### src/rtl/spi_master_ctrl_if.sv
// spi_master_ctrl_if: host handshake and SPI bus signals of spi_master_ctrl
interface spi_master_ctrl_if;
  logic [7:0] tx_data;
  logic       tx_valid;
  logic       tx_ready;
  logic [7:0] rx_data;
  logic       rx_valid;
  logic       busy;
  logic       sclk;
  logic       mosi;
  logic       miso;
  logic       cs_n;
  modport master (
    input  tx_data, tx_valid, miso,
    output tx_ready, rx_data, rx_valid, busy, sclk, mosi, cs_n
  );
  modport slave (
    output tx_data, tx_valid, miso,
    input  tx_ready, rx_data, rx_valid, busy, sclk, mosi, cs_n
  );
endinterface

### src/rtl/spi_master_ctrl.sv
// spi_master_ctrl: SPI mode-0 master, one byte per accepted request, MSB first
module spi_master_ctrl #(
  parameter int DIV = 2
) (
  input logic              clk,
  input logic              rst,
  spi_master_ctrl_if.master bus
);
  localparam int W = $clog2(DIV) + 1;
  typedef enum logic [1:0] {IDLE, SETUP, XFER, HOLD} state_t;
  state_t         r_state;
  state_t         w_next;
  logic [W-1:0]   r_div_cnt;
  logic [2:0]     r_bit_cnt;
  logic [6:0]     r_tx_shift;
  logic [7:0]     r_rx_shift;
  logic [7:0]     r_rx_data;
  logic           r_sclk;
  logic           r_mosi;
  logic           r_cs_n;
  logic           r_rx_valid;
  logic           w_tc;
  logic           w_last;
  if (DIV < 1) begin : g_div_check
    $fatal(1, "spi_master_ctrl: DIV must be >= 1");
  end
  assign w_tc   = r_div_cnt == W'(DIV - 1);
  assign w_last = w_tc && r_sclk && r_bit_cnt == 3'd7;
  // state register
  always_ff @(posedge clk) r_state <= rst ? IDLE : w_next;
  // next-state: SETUP and HOLD last DIV cycles, XFER ends on the eighth falling sclk
  always_comb begin
    w_next = r_state;
    case (r_state)
      IDLE:    w_next = bus.tx_valid ? SETUP : IDLE;
      SETUP:   w_next = w_tc ? XFER : SETUP;
      XFER:    w_next = w_last ? HOLD : XFER;
      HOLD:    w_next = w_tc ? IDLE : HOLD;
      default: w_next = IDLE;
    endcase
  end
  // handshake status decodes straight from the state
  always_comb begin
    bus.tx_ready = r_state == IDLE;
    bus.busy     = r_state != IDLE;
  end
  // datapath: counters, shift registers and registered bus outputs
  always_ff @(posedge clk) begin
    if (rst) begin
      r_div_cnt  <= '0;
      r_bit_cnt  <= '0;
      r_tx_shift <= '0;
      r_rx_shift <= '0;
      r_rx_data  <= '0;
      r_sclk     <= 1'b0;
      r_mosi     <= 1'b0;
      r_cs_n     <= 1'b1;
      r_rx_valid <= 1'b0;
    end else begin
      r_rx_valid <= 1'b0;
      case (r_state)
        IDLE: if (bus.tx_valid) begin
          r_tx_shift <= bus.tx_data[6:0];
          r_mosi     <= bus.tx_data[7];
          r_cs_n     <= 1'b0;
          r_bit_cnt  <= '0;
          r_div_cnt  <= '0;
        end
        SETUP: r_div_cnt <= w_tc ? '0 : r_div_cnt + 1'b1;
        XFER: begin
          r_div_cnt <= w_tc ? '0 : r_div_cnt + 1'b1;
          if (w_tc) begin
            r_sclk <= !r_sclk;
            if (!r_sclk) r_rx_shift <= {r_rx_shift[6:0], bus.miso};
            else if (r_bit_cnt != 3'd7) begin
              r_mosi     <= r_tx_shift[6];
              r_tx_shift <= {r_tx_shift[5:0], 1'b0};
              r_bit_cnt  <= r_bit_cnt + 3'd1;
            end else r_mosi <= 1'b0;
          end
        end
        HOLD: begin
          r_div_cnt <= w_tc ? '0 : r_div_cnt + 1'b1;
          if (w_tc) begin
            r_cs_n     <= 1'b1;
            r_rx_data  <= r_rx_shift;
            r_rx_valid <= 1'b1;
          end
        end
        default: ;
      endcase
    end
  end
  assign bus.sclk     = r_sclk;
  assign bus.mosi     = r_mosi;
  assign bus.cs_n     = r_cs_n;
  assign bus.rx_data  = r_rx_data;
  assign bus.rx_valid = r_rx_valid;
endmodule

### src/flat_wrapper.sv
// flat-port wrapper written by rule: the top's interface ports become plain ports
module spi_master_ctrl_flat 
#(
  parameter int DIV = 2
)
  (clk, rst, bus_tx_data, bus_tx_valid, bus_miso, bus_tx_ready, bus_rx_data, bus_rx_valid, bus_busy, bus_sclk, bus_mosi, bus_cs_n);
  spi_master_ctrl_if bus_i ();
  input logic clk;
  input logic rst;
  input wire logic [$bits(bus_i.tx_data)-1:0] bus_tx_data;
  input wire logic [$bits(bus_i.tx_valid)-1:0] bus_tx_valid;
  input wire logic [$bits(bus_i.miso)-1:0] bus_miso;
  output wire logic [$bits(bus_i.tx_ready)-1:0] bus_tx_ready;
  output wire logic [$bits(bus_i.rx_data)-1:0] bus_rx_data;
  output wire logic [$bits(bus_i.rx_valid)-1:0] bus_rx_valid;
  output wire logic [$bits(bus_i.busy)-1:0] bus_busy;
  output wire logic [$bits(bus_i.sclk)-1:0] bus_sclk;
  output wire logic [$bits(bus_i.mosi)-1:0] bus_mosi;
  output wire logic [$bits(bus_i.cs_n)-1:0] bus_cs_n;
  assign bus_i.tx_data = bus_tx_data;
  assign bus_i.tx_valid = bus_tx_valid;
  assign bus_i.miso = bus_miso;
  assign bus_tx_ready = bus_i.tx_ready;
  assign bus_rx_data = bus_i.rx_data;
  assign bus_rx_valid = bus_i.rx_valid;
  assign bus_busy = bus_i.busy;
  assign bus_sclk = bus_i.sclk;
  assign bus_mosi = bus_i.mosi;
  assign bus_cs_n = bus_i.cs_n;
  spi_master_ctrl #(.DIV(DIV)) u_core (.clk(clk), .rst(rst), .bus(bus_i));
endmodule
### config.mk
export PLATFORM = sky130hd
export DESIGN_NAME = spi_master_ctrl_flat
export DESIGN_NICKNAME = d
export VERILOG_FILES = /design/src/rtl/spi_master_ctrl_if.sv /design/src/rtl/spi_master_ctrl.sv /design/src/flat_wrapper.sv
export SDC_FILE = /design/constraint.sdc
export NUM_CORES = 1
export LEC_CHECK = 0
export CORE_AREA = 8 8 66 68
export DETAILED_ROUTE_END_ITERATION = 7
export DIE_AREA = 0 0 74 76
export PLACE_DENSITY = 0.67
export SYNTH_ARGS = -nofsm -noshare
export SYNTH_HDL_FRONTEND = slang
export SYNTH_SLANG_ARGS = --single-unit
### constraint.sdc
create_clock -name clk -period 3.88 [get_ports clk]
set_clock_uncertainty 0.1 [all_clocks]
set_input_delay 0.582 -clock clk [delete_from_list [all_inputs] [get_ports clk]]
set_output_delay 0.582 -clock clk [all_outputs]
set_load 0.02 [all_outputs]
==> flow_summary.json <==
{
  "outcome": "completed",
  "finalCritPeriodShare_pct": 65.05,
  "io_buffers": 25,
  "criticalPathCategory": "flop to primary output",
  "numCtsBuffers": 5,
  "synthArstFlopShare_pct": 0,
  "core_mm2": 0.003441,
  "antenna_found_initial": 0,
  "maxSlewViolCount": 0,
  "clock_latency_ps": 340,
  "grt_pass1_wl_um": 4657,
  "leakage_uw": 0.0006157,
  "hold_violations": 0,
  "synth_compound_area_share_pct": 20.34,
  "cts_resized": 0,
  "antenna_left": 0,
  "rr_endpoint": "u_core.r_rx_shift[4]$_SDFFE_PP0P_",
  "yosys.area_share.simple_pct": 17.77,
  "syn_avg_cell_area_um2": 10.04,
  "finalSetupViolations": 0,
  "cts.sinks": 34,
  "relSlewSlack_pct": 43.73,
  "core.rowCount": 22,
  "wl_per_cell_um": 12.70,
  "fp.dieW_um": 74,
  "worstReg2RegStart": "u_core.r_state[1]$_SDFF_PP0_",
  "synth_edf_count": 0,
  "synthesis.nets": 155,
  "fin_nets": 179,
  "reg2reg_setup_slack_ps": 1660,
  "ys_ff_latch": 34,
  "io_pins": 26,
  "clockBufferDepth": 2,
  "cts_tree": "built",
  "drt-total-wl_um": 2718,
  "synth_flop_cell": "dfxtp_1",
  "rr_worst_depth": 4,
  "worstMarginPinSlew_ps": 840.1,
  "syn_to_final_growth_pct": 24.58,
  "end_kind": "primary output",
  "power.density_mw_per_mm2": 408.5,
  "worstHoldEndpoint": "u_core.bus.mosi$_SDFFE_PP0P_",
  "chipHeight_um": 76,
  "htree_levels": 2,
  "num_vias": 1073,
  "post_drt_via_cell_ratio": 5.014,
  "synth_cells": 141,
  "fmax_ghz": 0.3962,
  "whs_path_depth": 2,
  "grt_max_degree": 27,
  "critical_path_peak_fanout": 12,
  "globalplace.congestion": 0.7209,
  "yosysTopAreaCellShare_pct": 48.10,
  "fin_crit_ps": 2524,
  "hold_class": "flop to flop",
  "grt_use_total_pct": 10.34,
  "power.total_uw": 720.2,
  "tns_ps": 0,
  "ir_worst_vdd_v": 0.0002082,
  "drive_gt1_share_pct": 12.05,
  "clk_pin_slew_ps": 110,
  "hold_start": "u_core.bus.mosi$_SDFFE_PP0P_",
  "crit_required_ps": 3200,
  "post_cts_buffers": 0,
  "diodes": 0,
  "yosys-mux-area-fraction_pct": 6.366,
  "overflow": 0,
  "synth-adder-area-share_pct": 1.768,
  "first_pass_iters": 4,
  "synth.area.top_cells": "dfxtp_1, mux2i_1, nor2_1",
  "synth_cell_type_count": 33,
  "synth_top_cell_by_area": "dfxtp_1",
  "cp-start-kind": "flop",
  "dieArea_mm2": 0.005624,
  "drv_cap": 0,
  "holdBufCountCts": 0,
  "start_util_pct": 41.13,
  "drt-initial-drc-count": 59,
  "root_buffer": "clkbuf_4",
  "synth_top_family_by_area": "compound AO/OA/AOI/OAI gates",
  "netlist_area_mm2": 0.001415,
  "rsz0062_at_grt": "no",
  "grt_pass1_vias": 1053,
  "synth_xor_area_share_pct": 0.6189,
  "drc": 0,
  "synth_seq_area_share_pct": 48.10,
  "critPathArrivalTime_ps": 1840,
  "dp_hpwl_um": 1984,
  "ys_warn_count": 0
}
[where the power goes]
| group | internal, uW | switching, uW |
|---|---|---|
| combinational | 40.8 | 45.0 |
| sequential | 362 | 13.1 |
| clock | 135 | 124 |
[cells by family (layout without fill, tap and decap cells)]
logic type	count (synthesis)	count (layout)
XOR/XNOR	1	1
AO/OA/AOI/OAI	31	31
adder cells (fa/ha/maj)	2	2
AND/OR/NAND/NOR	50	50
flip-flops	34	34
multiplexers	9	9
buffers and inverters	14	39
[worst max-delay path, cell delays in order, from the launching register on]
cell and delay [ps]:
dfxtp_1 630, nor2_1 160, inv_1 110, clkdlybuf4s50_1 620
[state kept, by name, summed over array words and instances, names as in the netlist, 2 cells and up]
register,count
u_core.r_div_cnt,2
u_core.r_bit_cnt,3
u_core.r_tx_shift,7
u_core.r_rx_shift,8
u_core.bus.rx_data,8
u_core.r_state,2
[how the worst max path moves through the flow]
stage                                startpoint  cells past startpoint  slack [ps]                           endpoint
2_1_floorplan  u_core.r_bit_cnt[0]$_SDFFE_PP0P_                      7        2050  u_core.r_tx_shift[2]$_SDFFE_PP0P_
5_1_grt            u_core.r_state[1]$_SDFF_PP0_                      3        1250                           bus_busy
6_report           u_core.r_state[1]$_SDFF_PP0_                      3        1360                           bus_busy
3_3_place_gp                       bus_tx_valid                      5        1580  u_core.r_tx_shift[4]$_SDFFE_PP0P_
3_5_place_dp                       bus_tx_valid                      5        1470  u_core.r_tx_shift[3]$_SDFFE_PP0P_
4_1_cts            u_core.r_state[1]$_SDFF_PP0_                      3        1350                           bus_busy
[synth_stat cells, types with 2 or more instances]
| library cell | n |
|---|---|
| dfxtp_1 | 34 |
| nor2_1 | 22 |
| nand2_1 | 14 |
| mux2i_1 | 9 |
| a22o_1 | 8 |
| inv_1 | 5 |
| a21oi_1 | 4 |
| a311oi_2 | 4 |
| a22oi_1 | 3 |
| buf_2 | 3 |
| clkbuf_1 | 3 |
| a211oi_1 | 2 |
| a311oi_1 | 2 |
| a31oi_1 | 2 |
| buf_4 | 2 |
| ha_1 | 2 |
| nand2b_1 | 2 |
| nand2b_2 | 2 |
| nor2b_1 | 2 |
| nor3b_1 | 2 |
| o21ai_0 | 2 |
[cells in the final DEF, fill, tap and decap left out, drive strengths merged, types with 3 or more instances in the layout]
master	count
a21oi	4
a22o	8
a22oi	3
a311oi	6
clkbuf	5
clkdlybuf4s50	25
dfxtp	34
inv	5
mux2i	9
nand2	14
nand2b	4
nor2	22
nor3b	3
[through the flow]
stage	setup WS, ps	hold slack [ps]	cell area (um^2)	util [%]	std cells
6_report	1356	361.3	1763	51.24	214
5_1_grt	1250	398.5	1763	51.24	214
4_1_cts	1349	372.0	1763	51.24	214
3_5_place_dp	1473	354.1	1680	48.84	206
3_3_place_gp	1578	346.9	1680	48.84	206
2_1_floorplan	2050	341.7	1415	-	141
[per-layer routing]
layer	share of wire [%]	wire length (um)	track usage, %	vias up
li1	-	-	-	549
met1	45	1221	12.11	496
met2	46	1258	15.67	24
met5	0	0	0	-
met4	1.1	29	4.200	0
met3	7.7	209	4.737	4
[cell type report]
class	instances	area, um^2
Clock buffer	5	37.54
Clock inverter	3	45.04
Fill cell	325	1678
Inverter	5	18.77
Multi-Input combinational cell	93	663.1
Sequential cell	34	680.7
Tap cell	48	60.06
Timing Repair Buffer	26	257.7
Note: power is estimated with default switching activity, not from simulation.
